===== config.mk =====
export PLATFORM = sky130hd
export DESIGN_NAME = regfile_alu_datapath
export DESIGN_NICKNAME = d
export VERILOG_FILES = /design/src/rtl/datapath_pkg.sv /design/src/rtl/regfile_alu_datapath_alu16.sv /design/src/rtl/regfile_alu_datapath.sv
export SDC_FILE = /design/constraint.sdc
export NUM_CORES = 1
export LEC_CHECK = 0
export ABC_AREA = 0
export BUFFER_PORTS_ARGS = -buffer_cell sky130_fd_sc_hd__buf_2
export CAP_MARGIN = 20
export CORE_ASPECT_RATIO = 2
export CORE_MARGIN = 2
export CORE_UTILIZATION = 29
export DETAILED_ROUTE_END_ITERATION = 8
export RECOVER_POWER = 100
export SLEW_MARGIN = 5
export SYNTH_ARGS = -nofsm -noshare
export SYNTH_HDL_FRONTEND = slang
export SYNTH_HIERARCHICAL = 1
export SYNTH_SLANG_ARGS = --single-unit

===== constraint.sdc =====
create_clock -name clk -period 7.3 [get_ports clk]
set_input_delay 1.46 -clock clk [delete_from_list [all_inputs] [get_ports clk]]
set_output_delay 1.46 -clock clk [all_outputs]
set_load 0.01 [all_outputs]

===== src/rtl/datapath_pkg.sv =====
// Shared definitions for the register-file/ALU datapath: widths, opcode
// nibbles, flag bit positions and the opcode decoder used by both the ALU
// and the immediate-extension logic.
package datapath_pkg;

    localparam int DATA_W   = 16;
    localparam int IMM_W    = 8;
    localparam int NUM_REGS = 16;
    localparam int FLAG_W   = 5;

    // Opcode nibbles: register ops carry these in op_ext with op_hi=0000,
    // immediate ops carry them in op_hi.
    localparam logic [3:0] OP_HI_REG = 4'b0000;
    localparam logic [3:0] OP_ADD    = 4'b0101;
    localparam logic [3:0] OP_SUB    = 4'b1001;
    localparam logic [3:0] OP_CMP    = 4'b1011;
    localparam logic [3:0] OP_AND    = 4'b0001;
    localparam logic [3:0] OP_OR     = 4'b0010;
    localparam logic [3:0] OP_XOR    = 4'b0011;
    localparam logic [3:0] OP_MOV    = 4'b1101;

    // Bit positions inside the {C, L, F, Z, N} flags vector.
    localparam int FLAG_C = 4;
    localparam int FLAG_L = 3;
    localparam int FLAG_F = 2;
    localparam int FLAG_Z = 1;
    localparam int FLAG_N = 0;

    typedef enum logic [2:0] {
        ALU_ADD,
        ALU_SUB,
        ALU_CMP,
        ALU_AND,
        ALU_OR,
        ALU_XOR,
        ALU_MOV,
        ALU_BAD
    } alu_kind_e;

    // op_hi wins: a non-zero high nibble names an immediate op and op_ext is
    // ignored, so an X in op_ext cannot disturb an immediate instruction.
    function automatic alu_kind_e decode_op(input logic [7:0] op);
        logic [3:0] code;
        code = (op[7:4] != OP_HI_REG) ? op[7:4] : op[3:0];
        case (code)
            OP_ADD:  return ALU_ADD;
            OP_SUB:  return ALU_SUB;
            OP_CMP:  return ALU_CMP;
            OP_AND:  return ALU_AND;
            OP_OR:   return ALU_OR;
            OP_XOR:  return ALU_XOR;
            OP_MOV:  return ALU_MOV;
            default: return ALU_BAD;
        endcase
    endfunction

    // Arithmetic and compare take a sign-extended immediate; logical ops and
    // MOV take it zero-extended.
    function automatic logic imm_is_signed(input alu_kind_e kind);
        return kind inside {ALU_ADD, ALU_SUB, ALU_CMP};
    endfunction

endpackage


===== src/rtl/regfile_alu_datapath_alu16.sv =====
// Purely combinational 16-bit ALU. Besides the result it reports which flags
// the operation is allowed to update and whether the result may be written
// back, so the sequential logic in the top stays a plain enable/mask.
module alu16
    import datapath_pkg::*;
(
    input  logic [DATA_W-1:0] a,
    input  logic [DATA_W-1:0] b,
    input  alu_kind_e         kind,
    output logic [DATA_W-1:0] result,
    output logic [FLAG_W-1:0] flag_val,
    output logic [FLAG_W-1:0] flag_upd,
    output logic              wr_allow
);

    logic [DATA_W:0] sum;
    logic [DATA_W:0] diff;
    logic            add_ovf;
    logic            sub_ovf;

    // Extra top bit carries the carry-out of the add and the borrow of the
    // subtract (borrow is set exactly when a < b unsigned).
    assign sum  = {1'b0, a} + {1'b0, b};
    assign diff = {1'b0, a} - {1'b0, b};

    assign add_ovf = (a[DATA_W-1] == b[DATA_W-1]) && (sum[DATA_W-1]  != a[DATA_W-1]);
    assign sub_ovf = (a[DATA_W-1] != b[DATA_W-1]) && (diff[DATA_W-1] != a[DATA_W-1]);

    // Result, flag values and update masks per operation.
    always_comb begin
        // NOTE: every output gets a default first so no path leaves one unassigned (no latch).
        result   = '0;
        flag_val = '0;
        flag_upd = '0;
        wr_allow = 1'b0;
        case (kind)
            ALU_ADD: begin
                result           = sum[DATA_W-1:0];
                wr_allow         = 1'b1;
                flag_val[FLAG_C] = sum[DATA_W];
                flag_val[FLAG_F] = add_ovf;
                flag_upd[FLAG_C] = 1'b1;
                flag_upd[FLAG_F] = 1'b1;
            end
            ALU_SUB: begin
                result           = diff[DATA_W-1:0];
                wr_allow         = 1'b1;
                flag_val[FLAG_C] = diff[DATA_W];
                flag_val[FLAG_F] = sub_ovf;
                flag_upd[FLAG_C] = 1'b1;
                flag_upd[FLAG_F] = 1'b1;
            end
            ALU_CMP: begin
                result           = diff[DATA_W-1:0];
                flag_val[FLAG_Z] = (a == b);
                flag_val[FLAG_L] = diff[DATA_W];
                flag_val[FLAG_N] = ($signed(a) < $signed(b));
                flag_upd[FLAG_Z] = 1'b1;
                flag_upd[FLAG_L] = 1'b1;
                flag_upd[FLAG_N] = 1'b1;
            end
            ALU_AND: begin
                result   = a & b;
                wr_allow = 1'b1;
            end
            ALU_OR: begin
                result   = a | b;
                wr_allow = 1'b1;
            end
            ALU_XOR: begin
                result   = a ^ b;
                wr_allow = 1'b1;
            end
            ALU_MOV: begin
                result   = b;
                wr_allow = 1'b1;
            end
            default: ;
        endcase
    end

endmodule


===== src/rtl/regfile_alu_datapath.sv =====
// Execution datapath consuming the sequencer's control word: 16x16 register
// file with multi-hot write enables, operand muxes, ALU and flags register.
module regfile_alu_datapath #(
    parameter int DATA_W = 16,
    parameter int IMM_W  = 8
) (
    input  logic              clk,
    input  logic              rst,
    input  logic [15:0]       R_en,
    input  logic [3:0]        R_src,
    input  logic [3:0]        R_dest,
    input  logic              R_or_I,
    input  logic [7:0]        ALU_op,
    input  logic              Flag_en,
    input  logic [IMM_W-1:0]  imm,
    input  logic [3:0]        dbg_sel,
    output logic [DATA_W-1:0] dbg_data,
    output logic [DATA_W-1:0] alu_out,
    output logic [4:0]        flags
);

    import datapath_pkg::*;

    logic [DATA_W-1:0] regs [NUM_REGS];
    logic [FLAG_W-1:0] flags_q;

    alu_kind_e         kind;
    logic [DATA_W-1:0] imm_ext;
    logic [DATA_W-1:0] opnd_a;
    logic [DATA_W-1:0] opnd_b;
    logic [DATA_W-1:0] alu_result;
    logic [FLAG_W-1:0] flag_val;
    logic [FLAG_W-1:0] flag_upd;
    logic              alu_wr_allow;

    assign kind    = decode_op(ALU_op);
    assign imm_ext = imm_is_signed(kind) ? {{(DATA_W-IMM_W){imm[IMM_W-1]}}, imm}
                                         : {{(DATA_W-IMM_W){1'b0}}, imm};

    // Reads are combinational off the current array, so a register used as
    // both source and destination sees its pre-edge value.
    assign opnd_a = regs[R_src];
    assign opnd_b = R_or_I ? imm_ext : regs[R_dest];

    alu16 u_alu (
        .a        (opnd_a),
        .b        (opnd_b),
        .kind     (kind),
        .result   (alu_result),
        .flag_val (flag_val),
        .flag_upd (flag_upd),
        .wr_allow (alu_wr_allow)
    );

    assign alu_out  = alu_result;
    assign dbg_data = regs[dbg_sel];
    assign flags    = flags_q;

    // Register file: every enabled register takes the ALU result.
    always_ff @(posedge clk or negedge rst) begin
        if (!rst) begin
            // NOTE: this array is flops, not a RAM macro, and must read zero straight out of reset, so it is reset explicitly.
            for (int i = 0; i < NUM_REGS; i++) begin
                regs[i] <= '0;
            end
        end else begin
            for (int i = 0; i < NUM_REGS; i++) begin
                // NOTE: non-blocking so all registers sample the same pre-edge ALU result.
                if (R_en[i] & alu_wr_allow) begin
                    regs[i] <= alu_result;
                end
            end
        end
    end

    // Flags register: only the flags the current op owns are loaded.
    always_ff @(posedge clk or negedge rst) begin
        if (!rst) begin
            flags_q <= '0;
        end else begin
            for (int b = 0; b < FLAG_W; b++) begin
                if (Flag_en & flag_upd[b]) begin
                    flags_q[b] <= flag_val[b];
                end
            end
        end
    end

endmodule


Yosys cells after proc, flatten, opt, wreduce, memory -nomap -nowiden:

Cells that the tools add are included.

* bits of input ports: 48
* register bits: 261
* output and inout port bits: 37
* bits in latches: 0
* bits in read-only memories: 0
* memories kept: 0
* memory bits (writable): 0

* multipliers: 0
* muxes and demuxes: 22
* shift operators: 0
* equal/unequal tests: 18
* order comparisons: 4
* reductions and logical operators: 8
* divide/modulo/power cells: 0
* add/subtract/negate cells: 2
* bitwise logic cells: 26

Operator list (number)
* $bmux W16 S4: 3
* $mux W16: 8
* $pmux W16 S6: 1
* $pmux W3 S7: 1
* $and A1 B1 Y1: 20
* $add A16 B16 Y17: 1
* $sub A16 B16 Y17: 1
* $and A16 B16 Y16: 1
* $eq A16 B16 Y1: 1
* $lt A16 B16 Y1: 1
* $or A16 B16 Y16: 1
* $xor A16 B16 Y16: 1
* $ge A5 B5 Y1 const B: 3
* $not A4 Y5: 3
* $eq A4 B4 Y1 const B: 3
* $eq A3 B3 Y1 const B: 3
* $eq A4 B2 Y1 const B: 2
* $eq A3 B2 Y1 const B: 2
* $reduce_or A6 Y1: 1
* $eq A4 B1 Y1 const B: 1
* $eq A4 B3 Y1 const B: 1
* $mux W1: 4
* $mux W2: 2
* $mux W4: 1
* other kinds (9): 14

Logic depth before layout (Yosys ltp):

Gate-level depths: netlist of the first run.

* depth in word-level cells: 12
* depth in mapped cells: 18

By module:

The synthesis of the first run kept the hierarchy.

By module, submodules not included
* regfile_alu_datapath: seq. area each 6531.3 µm², cells each 949, instances 1, area an instance 15941.5 µm²
* alu16: seq. area each 0.0 µm², cells each 428, instances 1, area an instance 2812.7 µm²

Least setup slack after synthesis of the first run:

OpenSTA, ideal clock, no wires.

* kind: input to output
* start: in R_src[0]
* end: out alu_out[4]
* path buffers: 2
* cell stages on the path: 15
* arrival: 4.954 ns
* required time: 5.840 ns
* slack: 0.886 ns
* cells stage by stage: buf_6 > buf_6 > mux4_1 > mux4_2 > inv_1 > ha_1 > inv_1 > fa_1 > nand2b_4 > a21oi_1 > or2_2 > o21ai_0 > xnor2_1 > o32a_1 > o21ai_0

* longest elaborated chain between the ends: 6
* elaborated cells between the ends (all ways): 10
* classes of those cells: 2 x add/sub; 4 x mux; 4 x bitwise

RTL lines
* from (decl): RTL line regfile_alu_datapath.sv:10 `input logic [3:0] R_src,`
* $not A4 Y5 (not written as such) (*): RTL line regfile_alu_datapath.sv:42 `assign opnd_a = regs[R_src];`
* $bmux W16 S4 (*): RTL line regfile_alu_datapath.sv:42
* $mux W16 (not written as such) (*) (2 in a row): RTL line regfile_alu_datapath.sv:42
* via opnd_a[0]: RTL line regfile_alu_datapath.sv:29 `logic [DATA_W-1:0] opnd_a;`
* $sub A16 B16 Y17 / $add A16 B16 Y17 (equally long branches): RTL line regfile_alu_datapath_alu16.sv:24, regfile_alu_datapath_alu16.sv:23
* $pmux W16 S6 (*): RTL line regfile_alu_datapath_alu16.sv:36 `case (kind)`
* to (decl): RTL line regfile_alu_datapath.sv:18 `output logic [DATA_W-1:0] alu_out,`

Mark *: on every way through the listed nets, which the timed path passes. The rest lies on a longest branch. The select of a mux whose other input is x is not followed.

Worst setup path in the final report of the first run:

* start: in R_src[0]
* end: out alu_out[15]

Same word-level chain as after synthesis.

==> impl_results.md, run 1 <==
* PD cells at ~390 nW/um^2
* Critical Path RT at 5.84 ns
* WL/cell at between 20 and 30 um
* Register area share after synthesis at a little over a third
* Setup crit end kind: output pin
* Library cells used by synthesis at 72
* Final Hold Vio Count at 0
* Failing checks: max-capacitance violations, max-slew violations
* Mapped Cells at between 1000 and 1500
* Crit path kind: input pin to output pin
* RSZ-0062 raised after global routing: no
* Final hold slack at just over 0.5 ns
* Internal at ~4.9 mW
* Ys async rst share at 100%
* Vias per inst at roughly 6.0
* Max Fclk at approximately 140 MHz
* H-Tree Depth at 1
* Synth Area in Compound Gates at ~7.6%
* Final instance area at around 21000 um^2
* Clk sinks at 261
* Synth top area share at 34.8%
* TritonCTS clock tree: done
* Slew Limit Fails at around 460
* HPWL Detailed at between 40000 and 50000 um
* Layout cells sized above 1 at a little over two fifths
* Number of DRC markers in iteration 0 at 1151
* Post-route ant nets at 0
* Via count at between 10000 and 15000
* Final GP Congestion at 0.959
* # IOs at 85
* Standard-cell rows at about 130
* Post-synthesis mux area share at between 40% and 50%
* Crit start category: input pin
* Final nets at 1552
* Hold_sp: flags[0]
* Total power at around 8.1 mW
* WP data arrival at about 5.7 ns
* Min Tclk post-route at slightly above 7 ns
* Seq cells post-synth at about 260
* Pre-Repair DR Iteration Count at 5
* Synth Area in Adders at around 3.5%
* Hold Path Class: register to register
* Die height at ~360 um
* Pleak at about 9 nW
* GRT Overall Usage at between 10% and 20%
* Mean Syn Cell Area at between 10 and 15 um^2
* Die ar. at 66800 um^2
* Remaining Overflow, GRT at 0
* Sw power at between 3 and 4 mW
* Logic pwr share at 50.4%
* XOR/XNOR Fraction of Synth Area at less than 1%
* Critical Path, Cell by Cell: buf_4 -> buf_12 -> buf_12 -> mux4_1 -> mux4_2 -> inv_1 -> ha_1 -> inv_1 -> nand3_1 -> a211oi_2 -> o22ai_1 -> or4_1 -> a221oi_1 -> a21oi_1 -> buf_2
* Simple-gate portion of the synthesized area at 4.60%
* Clock share of power at 16.1%
* Capturing point of the worst reg2reg path: regs[14]
* Clock-pin slew on the worst setup and hold paths at roughly 0.080 ns
* CP peak stage delay at roughly 0.6 ns
* YS warnings at 6
* CTS Buffer Depth at 3
* Max_cap viols at 19
* Most used flip-flop cell after synthesis: dfrtp_1
* Post-DP Area at about 20000 um^2
* Commonest non-fill, non-tap cells in the layout: mux2_2, dfrtp_1, mux4_2
* Slowest cell on the critical path: mux4_1
* Main combinational cell family by area after synthesis: multiplexers
* Max IR drop VDD at 0.169 mV
* Hold Path Stages at 1
* EDFF count, synth at 0
* Relative slew slack at -253%
* Status: complete, but fails checks
* Core area at 63900 um^2
* Sw Share at about two fifths
* Area growth syn-to-layout at 11.8%
* Initial Util at 29.3%
* Crit-path max FO at 36
* Cell Area, Synth at around 19000 um^2
* Hold EP: flags[0]
* Drt total wl at around 63000 um
* Vias in the first global route at between 10000 and 15000
* Setup Skew at ~0.030 ns
* Crit share post-route at a little under 100%
* R2r worst-path depth at 16
* DRC errors left at 0
* TritonCTS buffer count at 24
* Reg2reg start: regs[176]
* Largest net degree at the start of global routing at 156
* Setup TNS at 0 ns
* Slew of the pin with the lowest slew margin at about 5.3 ns
* Reg-to-reg slack, setup at ~2.7 ns
* Largest area contributor in the netlist: dfrtp_1
* Synth area leaders: dfrtp_1, mux4_2, mux2_2
* Clock Latency Late Sink at approximately 0.57 ns
* Seq pwr share at 33.5%
* Antenna violations before repair at 6
* Global-route wire length before repair at 92800 um
* Die X at 184 um
* Clock root cell: clkbuf_16
* Port Buf Inserts at 84
* Post-CTS setup buffers at 0
* Finish-stage setup viols at 0
* Post-Synthesis Net Count at between 1000 and 1500
-- critical path, delay by kind of cell --
| family | cells | cell delay, ns |
|---|---|---|
| buf+inv | 6 | 1.09 |
| compound gates | 4 | 0.97 |
| mux | 2 | 1.15 |
| fa+ha+maj | 1 | 0.33 |
| simple gates | 2 | 0.59 |
-- worst max-delay path by stage --
stage / from / endpoint / cells after the start
final: R_src[0] / alu_out[15] / 15
after global routing: ALU_op[6] / alu_out[15] / 15
after CTS: R_src[0] / alu_out[15] / 15
after detailed placement: R_src[0] / alu_out[15] / 15
after global placement: R_src[0] / alu_out[15] / 15
after floorplan: R_src[0] / alu_out[4] / 15
-- power groups by stage --
stage | combinational [mW] | sequential, mW | clock [mW]
2_1_floorplan | 2.92 | 2.46 | 0
3_3_place_gp | 3.99 | 2.66 | 0
3_5_place_dp | 4.07 | 2.72 | 0
4_1_cts | 4.09 | 2.69 | 1.34
5_1_grt | 4.36 | 2.79 | 1.38
6_report | 4.08 | 2.72 | 1.31
-- synthesized netlist by cell type (30+ instances only) --
cell / number
mux4_2: 177
nor2_1: 41
ha_1: 49
clkbuf_1: 47
nand2_1: 59
dfrtp_1: 261
a22oi_1: 30
a21oi_1: 38
mux4_1: 44
mux2_2: 261
inv_1: 55
buf_2: 37
-- timing repair --
| action | CTS | global route |
|---|---|---|
| endpoints found under the setup margin | 0 | 2 |
| resized for setup | 0 | 1 |
| hold buffers | 0 | 0 |
-- logic make-up (layout without fill, tap and decap cells) --
family / count (synthesis) / count (layout)
AOI/OAI and AO/OA: 199 / 199
xor gates and xnor gates: 9 / 9
adders and majority gates: 51 / 51
buffers and inverters: 176 / 270
DFF: 261 / 261
muxes: 503 / 503
other: 0 / 1
and+or+nand+nor: 178 / 178
-- state kept, by name, summed over array words and instances, names as in the netlist --
register  cells
flags         5
regs        256
-- metrics by stage --
step / cells / util (%) / worst slack [ns]
finish: 2270 / 32.8 / 0.146
global route: 2269 / 32.8 / 0.00669
CTS: 2269 / 33.0 / 0.228
detailed placement: 2225 / 31.8 / 0.247
global placement: 2225 / 31.8 / 0.303
floorplan: 1377 / - / 0.886
-- cell type report --
type | count | area, um^2
multi-input combinational | 940 | 11400
timing repair buffer | 170 | 1050
clock inverter | 10 | 96.3
antenna | 1 | 2.50
sequential | 261 | 6530
inverter | 56 | 210
tap | 798 | 998
clock buffer | 34 | 688
fill | 6298 | 42900
-- layer usage --
| layer | share of wire, % | vias up | routed length (um) | track usage, % |
|---|---|---|---|---|
| li1 | - | 5626 | - | - |
| met1 | 35 | 7092 | 22100 | 20.5 |
| met2 | 52 | 634 | 32900 | 34.0 |
| met3 | 6.2 | 212 | 3930 | 2.76 |
| met4 | 6.3 | 12 | 3960 | 11.3 |
| met5 | 0.12 | - | 77 | 0 |
(Power assumes the default switching activity.)
==> inputs of run 2 (changes only) <==
==> constraint.sdc (replaced) <==
create_clock -name clk -period 7.1 [get_ports clk]
set_input_delay 1.42 -clock clk [delete_from_list [all_inputs] [get_ports clk]]
set_output_delay 1.42 -clock clk [all_outputs]
set_load 0.01 [all_outputs]
==> run 2 against run 1 <==
Effect of this change: the flow still finishes with violations (max-capacitance violations, max-slew violations); flip-flop and latch count unchanged; count of clock-buffer cells in the layout grew 1; cell area increased by 1.1%; critical path type unchanged; highest routed layer unchanged.
==> impl_results.md, run 2 (synthesized netlist as in run 1, its figures left out) <==
* Reg-to-reg slack, setup at around 2.4 ns
* Finish-stage setup viols at 0
* Post-CTS Hold Buffers at 0
* Area growth syn-to-layout at 13.1%
* H-Tree Depth at 1
* Antenna violations before repair at 4
* Ant diodes at 0
* Sw Share at about two fifths
* CTS Buffer Depth at 3
* Clock share of power at 16.7%
* HPWL Detailed at 45800 um
* PD cells at about 400 nW/um^2
* Status: complete, but fails checks
* Die ar. at between 60000 and 70000 um^2
* Max reg flops at approximately 260
* Largest net degree at the start of global routing at 160
* Failing checks: max-capacitance violations, max-slew violations
* Initial Util at around 29%
* Max IR drop VDD at 0.169 mV
* Crit path kind: input pin to output pin
* WL/cell at about 28 um
* Post-DP Area at ~20000 um^2
* Pre-Repair DR Iteration Count at 5
* Hold Path Class: register to register
* DRC errors left at 0
* WP data arrival at between 5 and 6 ns
* Clock root cell: clkbuf_16
* Global-route wire length before repair at approximately 95000 um
* Port Buf Inserts at 84
* Min Tclk post-route at approximately 7 ns
* Clock-pin slew on the worst setup and hold paths at approximately 0.070 ns
* Max_cap viols at 18
* Clock Latency Late Sink at 0.57 ns
* Drt total wl at approximately 64000 um
* RSZ-0062 raised after global routing: no
* Vias per inst at around 6
* Remaining Overflow, GRT at 0
* Slew Limit Fails at 415
* Via count at 13833
* Seq pwr share at approximately a third
* Standard-cell rows at about 130
* Number of DRC markers in iteration 0 at roughly 960
* Setup TNS at 0 ns
* Die X at around 180 um
* Critical Path RT at about 5.7 ns
* Final nets at 1579
* Internal at ~5.2 mW
* Die height at approximately 360 um
* Slew of the pin with the lowest slew margin at 5.13 ns
* Final instance area at ~21000 um^2
* Reg with most FFs: regs
* Pleak at just over 9 nW
* GRT Overall Usage at approximately 19%
* # IOs at between 80 and 90
* Reg2reg start: regs[128]
* Final GP Congestion at 0.952
* Capturing point of the worst reg2reg path: flags[4]
* R2r worst-path depth at 13
* Final Core Density at between 30% and 40%
* Relative slew slack at -242%
* Final Hold Vio Count at 0
* TritonCTS buffer count at 25
* Setup crit end kind: output pin
* Crit share post-route at between 90 and 100%
* CP endpoint: alu_out[11]
* CP Launch Point: R_src[0]
* Commonest non-fill, non-tap cells in the layout: mux2_2, dfrtp_1, mux4_2
* Crit start category: input pin
* Layout cells sized above 1 at 43.6%
* Crit-path max FO at 14
* TritonCTS clock tree: done
* Post-route ant nets at 0
* Setup Skew at 0.0244 ns
* Clk sinks at 261
* Logic pwr share at between 50 and 60%
* Total power at about 8.5 mW
* Vias in the first global route at about 15000
* Max Fclk at approximately 140 MHz
* Core area at ~64000 um^2
* Sw power at roughly 3.3 mW
run 2: changes by cell type in the layout (fill, tap and decap cells not counted), sizes merged:
| cell | previous run | this run |
|---|---|---|
| buf | 119 | 146 |
| clkinv | 6 | 4 |
| diode | 1 | 0 |
| bufinv | 1 | 3 |
run 2: metal layers:
layer | track usage [%] | vias up | share of wire, %
met5 | 0 | - | 0.065
met4 | 12.9 | 8 | 7.5
met3 | 2.99 | 239 | 6.4
met1 | 20.9 | 7197 | 35
met2 | 34.4 | 720 | 51
li1 | - | 5669 | -
run 2: how the worst min path moves through the flow:
| stage | cells past startpoint | slack (ns) | to | startpoint |
|---|---|---|---|---|
| 3_5_place_dp | 1 | 0.49 | flags[0] | flags[0] |
| 2_1_floorplan | 1 | 0.50 | regs[32] | regs[32] |
| 5_1_grt | 1 | 0.55 | flags[0] | flags[0] |
| 3_3_place_gp | 1 | 0.50 | flags[2] | flags[2] |
| 4_1_cts | 1 | 0.51 | flags[0] | flags[0] |
| 6_report | 1 | 0.51 | flags[1] | flags[1] |
run 2: layout make-up:
type,instances,area (um^2)
clock buffers,35,683
clock inverters,10,145
fillers,6296,42700
inverters,56,210
multi-input cells,940,11400
flip-flops and latches,261,6530
well taps,798,998
repair buffers,196,1240
run 2: timing repair:
item / in CTS / in global routing
hold endpoints to repair: 0 / 0
gates resized for setup: 0 / 6
buffers inserted: 0 / 1
endpoints found under the setup margin: 0 / 3
run 2: worst max-delay path, stage by stage:
cell      delay [ns]
buf_4           0.29
buf_4           0.27
mux4_1          0.55
mux4_2          0.52
inv_1           0.08
ha_1            0.30
inv_1           0.22
a21oi_1         0.15
o311ai_0        0.57
o22ai_1         0.20
buf_4           0.19
o21ai_0         0.13
a21oi_1         0.07
o221ai_1        0.24
buf_4           0.21
buf_2           0.14
run 2: power groups by stage:
stage	logic (mW)	clock network, mW	registers [mW]
after floorplan	3.01	0	2.53
after global placement	4.17	0	2.74
after detailed placement	4.25	0	2.80
after CTS	4.27	1.44	2.77
after global routing	4.56	1.50	2.88
final	4.28	1.42	2.80
run 2: through the flow:
stage | std cells | hold slack [ns] | setup WS, ns
after global placement | 2250 | 0.498 | 0.133
after detailed placement | 2250 | 0.490 | 0.101
after global routing | 2296 | 0.549 | 0.0159
after floorplan | 1377 | 0.502 | 0.766
final | 2296 | 0.509 | 0.111
after CTS | 2295 | 0.508 | 0.0731
